===== config.mk =====
export PLATFORM = sky130hd
export DESIGN_NAME = pipe_rca
export DESIGN_NICKNAME = d
export VERILOG_FILES = /design/src/rtl/pipe_rca_pkg.sv /design/src/rtl/pipe_rca_fa_cell.sv /design/src/rtl/pipe_rca.sv
export SDC_FILE = /design/constraint.sdc
export NUM_CORES = 1
export LEC_CHECK = 0
export BUFFER_PORTS_ARGS = -buffer_cell sky130_fd_sc_hd__buf_2
export CORE_AREA = 2 2 65 67
export CTS_BUF_LIST = sky130_fd_sc_hd__clkbuf_8
export DETAILED_ROUTE_END_ITERATION = 6
export DIE_AREA = 0 0 67 69
export HOLD_SLACK_MARGIN = 0.08
export SLEW_MARGIN = 15
export SYNTH_ARGS = -nofsm -noshare
export SYNTH_HDL_FRONTEND = slang
export SYNTH_HIERARCHICAL = 1
export SYNTH_SLANG_ARGS = --single-unit

===== constraint.sdc =====
create_clock -name clk -period 2.6 [get_ports clk]
set_clock_uncertainty 0.15 [all_clocks]
set_input_delay 0.26 -clock clk [delete_from_list [all_inputs] [get_ports clk]]
set_output_delay 0.26 -clock clk [all_outputs]
set_load 0.01 [all_outputs]

===== src/rtl/pipe_rca_pkg.sv =====
// pipe_rca_pkg: default sizing constants and segment-width helper shared by pipe_rca.
package pipe_rca_pkg;

    localparam int DEF_WIDTH  = 8;
    localparam int DEF_STAGES = 2;

    // Bits added per pipeline stage.
    function automatic int seg_width(input int width, input int stages);
        return width / stages;
    endfunction

endpackage


===== src/rtl/pipe_rca_fa_cell.sv =====
// fa_cell: 1-bit full adder.
//   a, b, ci : addend bits and carry in
//   s, co    : sum bit and carry out
module fa_cell (
    input  logic a,
    input  logic b,
    input  logic ci,
    output logic s,
    output logic co
);

    assign s  = a ^ b ^ ci;
    assign co = (a & b) | (ci & (a ^ b));

endmodule


===== src/rtl/pipe_rca.sv =====
// pipe_rca: pipelined ripple-carry adder with valid/ready handshake on both sides.
//   clk, rst_n           : clock, synchronous active-low reset
//   in_valid, in_ready   : operand handshake (in_ready = ~out_valid | out_ready)
//   a, b, ci             : unsigned operands and carry in
//   out_valid, out_ready : result handshake
//   s, co                : sum and carry out, {co,s} = a+b+ci
//   ovf                  : signed overflow, present only when PIPE_RCA_OVF_EN is defined
module pipe_rca
    import pipe_rca_pkg::*;
#(
    parameter int WIDTH  = DEF_WIDTH,
    parameter int STAGES = DEF_STAGES
) (
    input  logic             clk,
    input  logic             rst_n,
    input  logic             in_valid,
    output logic             in_ready,
    input  logic [WIDTH-1:0] a,
    input  logic [WIDTH-1:0] b,
    input  logic             ci,
    output logic             out_valid,
    input  logic             out_ready,
    output logic [WIDTH-1:0] s,
    output logic             co
`ifdef PIPE_RCA_OVF_EN
    ,
    output logic             ovf
`endif
);

    localparam int SEG = seg_width(WIDTH, STAGES);

    if (WIDTH < 1 || STAGES < 1 || (WIDTH % STAGES) != 0) begin : g_bad_cfg
        $error("pipe_rca: WIDTH must be >= 1 and an exact multiple of STAGES >= 1");
    end

    logic adv;

    assign adv      = ~out_valid | out_ready;
    assign in_ready = adv;

    // Stage k registers the sum of bits [0 +: (k+1)*SEG] plus the operand bits
    // not yet consumed, so upper slices arrive k cycles late and lower sum
    // slices ride along until the whole result emerges together.
    for (genvar k = 0; k < STAGES; k++) begin : g_st
        localparam int LO = k * SEG;
        localparam int RW = WIDTH - LO - SEG;
        logic [WIDTH-LO-1:0] ah_in, bh_in;
        logic [SEG-1:0]      ss;
        logic [SEG:0]        cc;
        logic [LO+SEG-1:0]   sum_d, sum_q;
        logic                v_d, v_q, c_q;
        for (genvar i = 0; i < SEG; i++) begin : g_fa
            fa_cell u_fa (
                .a (ah_in[i]),
                .b (bh_in[i]),
                .ci(cc[i]),
                .s (ss[i]),
                .co(cc[i+1])
            );
        end
        if (k == 0) begin : g_in
            assign ah_in = a;
            assign bh_in = b;
            assign cc[0] = ci;
            assign v_d   = in_valid;
            assign sum_d = ss;
        end else begin : g_in
            assign ah_in = g_st[k-1].g_rest.ah_q;
            assign bh_in = g_st[k-1].g_rest.bh_q;
            assign cc[0] = g_st[k-1].c_q;
            assign v_d   = g_st[k-1].v_q;
            assign sum_d = {ss, g_st[k-1].sum_q};
        end
        always_ff @(posedge clk) begin
            if (!rst_n) begin
                v_q   <= 1'b0;
                c_q   <= 1'b0;
                sum_q <= '0;
            end else if (adv) begin
                v_q   <= v_d;
                c_q   <= cc[SEG];
                sum_q <= sum_d;
            end
        end
        if (RW > 0) begin : g_rest
            logic [RW-1:0] ah_q, bh_q;
            always_ff @(posedge clk) begin
                if (!rst_n) begin
                    ah_q <= '0;
                    bh_q <= '0;
                end else if (adv) begin
                    ah_q <= ah_in[WIDTH-LO-1:SEG];
                    bh_q <= bh_in[WIDTH-LO-1:SEG];
                end
            end
        end
`ifdef PIPE_RCA_OVF_EN
        // cc[SEG-1] is the carry into bit WIDTH-1 when this is the last stage.
        if (k == STAGES - 1) begin : g_ovf
            logic o_q;
            always_ff @(posedge clk) begin
                if (!rst_n)
                    o_q <= 1'b0;
                else if (adv)
                    o_q <= cc[SEG-1] ^ cc[SEG];
            end
        end
`endif
    end

    assign out_valid = g_st[STAGES-1].v_q;
    assign s         = g_st[STAGES-1].sum_q;
    assign co        = g_st[STAGES-1].c_q;
`ifdef PIPE_RCA_OVF_EN
    assign ovf       = g_st[STAGES-1].g_ovf.o_q;
`endif

endmodule


After elaboration in Yosys (flattened, before gate mapping)
Cells that the tools add are included.
W data, S select, Z words.

word-level totals
  flip-flop bits (word level) = 24
  bits of input ports = 21
  output and inout bits = 11
  word-level logic and storage cells = 50

cells by class
  bitwise operators = 42

operator list
  kind           number
  $and A1 B1 Y1  16
  $xor A1 B1 Y1  16
  $or A1 B1 Y1   9
  $not A1 Y1     1

Depth between registers and ports, before layout
  depth after elaboration = 9
  depth in mapped cells = 6
  gate-level depth less buffers = 6

By module
The synthesis kept the hierarchy.

modules (own cells, without submodules)
  module    times used  cells each  area an instance (um2)  sequential area each (um2)
  pipe_rca  1           100         964.7                   480.5
  fa_cell   8           1           20.0                    0.0

Worst setup path before layout
OpenSTA, ideal clock, no wires.

  kind = register to register
  from = register g_st[0].g_rest.ah_q[0]
  to = register g_st[1].sum_q[7] (netlist: s[7])
  library setup time = 0.072 ns
  arrival time = 2.106 ns
  data required time = 2.378 ns
  slack = 0.273 ns
  stages on the path, launching flop included = 7
  buffers on the path = 0
  period minus slack after synthesis = 2.327 ns
  cell sequence = dfxtp_1 -> fa_1 -> fa_1 -> fa_1 -> fa_1 -> nand2_1 -> mux2i_1

between the ends
  cells in the longest elaborated chain, start to end = 8
  elaborated cells on any way between the ends = 9
  classes of those cells = 9 x bitwise

ends and longest elaborated chain
  element                   line                    text
  start: declaration        pipe_rca.sv:87          logic [RW-1:0] ah_q, bh_q;
  start signal: assignment  pipe_rca.sv:93          ah_q <= ah_in[WIDTH-LO-1:SEG];
  $xor A1 B1 Y1             pipe_rca_fa_cell.sv:13  assign co = (a & b) | (ci & (a ^ b));
  $and A1 B1 Y1             pipe_rca_fa_cell.sv:13
  $or A1 B1 Y1 *            pipe_rca_fa_cell.sv:13
  net g_st[1].cc[1]         pipe_rca.sv:50          logic [SEG:0] cc;
  $and A1 B1 Y1 *           pipe_rca_fa_cell.sv:13
  $or A1 B1 Y1 *            pipe_rca_fa_cell.sv:13
  net g_st[1].cc[2]         pipe_rca.sv:50
  $and A1 B1 Y1 *           pipe_rca_fa_cell.sv:13
  $or A1 B1 Y1 *            pipe_rca_fa_cell.sv:13
  net g_st[1].cc[3]         pipe_rca.sv:50
  $xor A1 B1 Y1 *           pipe_rca_fa_cell.sv:12  assign s = a ^ b ^ ci;
  net g_st[1].ss[3]         pipe_rca.sv:49          logic [SEG-1:0] ss;
  end signal: assignment    pipe_rca.sv:83          sum_q <= sum_d;
  end: declaration          pipe_rca.sv:51          logic [LO+SEG-1:0] sum_d, sum_q;

The timed path passes the listed nets; every way through them passes the cells marked *.
A chain may end at the register's enable or synchronous reset.

Worst setup path in the final report
Same ends and word-level chain as after synthesis.

==> flow_summary.yaml <==
final_layout:
  drive_gt1_share_pct: 26.7
  nets: 166
  num-fill-cells: 444
  syn_to_final_growth_pct: 17.4
  fin_util_pct: 33.7
  insertedDiodeCount: 0
sta:
  period_minus_slack_ns: 2.44
  fin_crit_sh_pct: 93.8
  fmax_mhz: 410
  slew_viol_final: 0
  hold_violations: 0
  rsz0062_at_grt: "false"
  finalSetupViolCount: 0
  tightestPinTransition_ns: 0.667
  tns_ns: 0
  hold_ws_ns: 0.0898
  relSlewSlack_pct: 55.5
hold_path:
  hp-start: "a[7]"
  hold_path_end: "g_st[0].g_rest.ah_q[3]"
  min_path_cells: 3
  min_path_type: "in -> reg"
synthesis:
  synth_top_area_share_pct: 42.7
  netlist_top_cells_area: "dfxtp_1, mux2i_1, fa_1, nand2_1, buf_2"
  synth-edff-count: 0
  netlist_area_um2: 1120
  yosys_warnings: 6
  syn_nets: 137
  netlist_instances: 108
  synthMostInstantiatedCell: "nand2_1"
  seq_area_frac_synth_pct: 42.7
  synthFlopType: "dfxtp_1"
  syn_area_per_cell_um2: 10.4
  yosysTopAreaCell: "dfxtp_1"
  synth.distinct_cells: 11
  synth-seq-cells: 24
  yosys-top-cells-count: "nand2_1, dfxtp_1, mux2i_1"
  async_flop_share_pct: 0
clock_tree:
  ctsHoldBuffers: 0
  numCtsBuffers: 3
  cts_resized: 0
  cts_setup_buffers: 0
  htreeDepth: 1
  numClockSinks: 24
  clkLatencyLatePin_ns: 0.25
  ctsLongestPathBuffers: 2
  clkTransAtPathRegs_ns: 0.08
  cts_tree: "done"
  cts-root-buf: "clkbuf_8"
placed_design:
  port_buffers: 31
  gp_congestion: 0.653
  place_hpwl_um: 1520
global_routing:
  grt_max_degree: 44
  grt_overflow_total: 0
  antenna_found_initial: 0
  grt_pass1_wl_um: 3530
  grt_usage_pct: 9.42
  first_global_vias: 806
die:
  initial_core_util_pct: 28.7
  die_w_um: 67
  io_pins: 32
  die_y_um: 69
  coreArea_um2: 3910
  rows: 23
  die_area_um2: 4620
critical_path:
  r2r_setup_slack_ns: 0.16
  cp.required_ns: 2.64
  worstSetupEndpointType: "flip-flop"
  startpoint_type: "flip-flop"
  crit_arrival_ns: 2.48
  r2r_end: "s[7]"
  crit_fanout: 2
  r2r-start: "g_st[0].g_rest.ah_q[0]"
  reg2regPathDepth: 6
  crit_type: "reg -> reg"
status:
  outcome: "completed"
pwr:
  p_leak_uw: 0.000555
  powerDensity_nw_per_um2: 564
  ir_worst_vdd_v: 0.000286
job:
  maxCapViolCount: 0
routing:
  wirelength_um: 1950
  ant_nets: 0
  drc: 0
  vias: 775
  drtPass1Iterations: 4
  drt-initial-drc-count: 5
  via_per_inst: 4.19
  wl_per_cell_um: 10.5
==> state kept, by name, summed over array words and instances (netlist names) <==
name              flops
g_st.g_rest.ah_q      4
g_st.g_rest.bh_q      4
s                     8
g_st.sum_q            4
co                    1
g_st.v_q              1
out_valid             1
g_st.c_q              1
==> kinds of logic after synthesis <==
group                      after synthesis  share of synthesized area, %
muxes                                   23                          20.5
buffers and inverters                    9                          6.67
adders and majority gates                8                          14.2
DFF                                     24                          42.7
and+or+nand+nor                         43                          15.2
AOI/OAI and AO/OA                        1                         0.668
==> power breakdown <==
part	internal (uW)	switching, uW
registers	400	16.0
clock network	103	104
logic	56.9	63.9
==> worst max-delay path by stage <==
stage / from / to / cells after the start
after floorplan: g_st[0].g_rest.ah_q[0] / s[7] / 6
after global placement: a[0] / g_st[0].sum_q[3] / 7
after detailed placement: a[0] / g_st[0].sum_q[3] / 7
after CTS: g_st[0].g_rest.ah_q[0] / s[7] / 6
after global routing: g_st[0].g_rest.ah_q[0] / s[7] / 6
final: g_st[0].g_rest.ah_q[0] / s[7] / 6
==> cells in the final DEF (no fill, tap or decap), drive strengths merged <==
| cell type | n |
|---|---|
| mux2i | 23 |
| fa | 8 |
| nand2 | 42 |
| o21a | 1 |
| inv | 1 |
| nor2b | 1 |
| buf | 32 |
| dfxtp | 24 |
| clkbuf | 3 |
==> worst max-delay path, cell delays in order, from the launching register on <==
cell	delay (ns)
dfxtp_1	0.33
fa_1	0.45
fa_1	0.39
fa_1	0.39
fa_1	0.49
nand2_1	0.05
mux2i_1	0.13
==> metrics by stage <==
step	area [um^2]	setup slack [ns]	power [uW]	cells
2_1_floorplan	1120	0.273	505	108
3_3_place_gp	1280	0.146	543	182
3_5_place_dp	1280	0.0783	548	182
4_1_cts	1320	0.129	759	185
5_1_grt	1320	0.0105	797	185
6_report	1320	0.162	744	185
==> routing by layer <==
| layer | share of wire, % | global-route usage (%) |
|---|---|---|
| met1 | 48 | 13.3 |
| met2 | 46 | 14.9 |
| met3 | 5.6 | 1.79 |
| met4 | 0 | 2.04 |
| met5 | 0 | 0 |
==> cell type report <==
class,count,area (um^2),share of cell area (%)
Tap cell,50,62.6,4.74
Sequential cell,24,480,36.4
Multi-Input combinational cell,75,569,43.1
Inverter,1,3.75,0.284
Clock buffer,3,41.3,3.13
Timing Repair Buffer,32,163,12.3
Note: power is estimated with default switching activity, not from simulation.
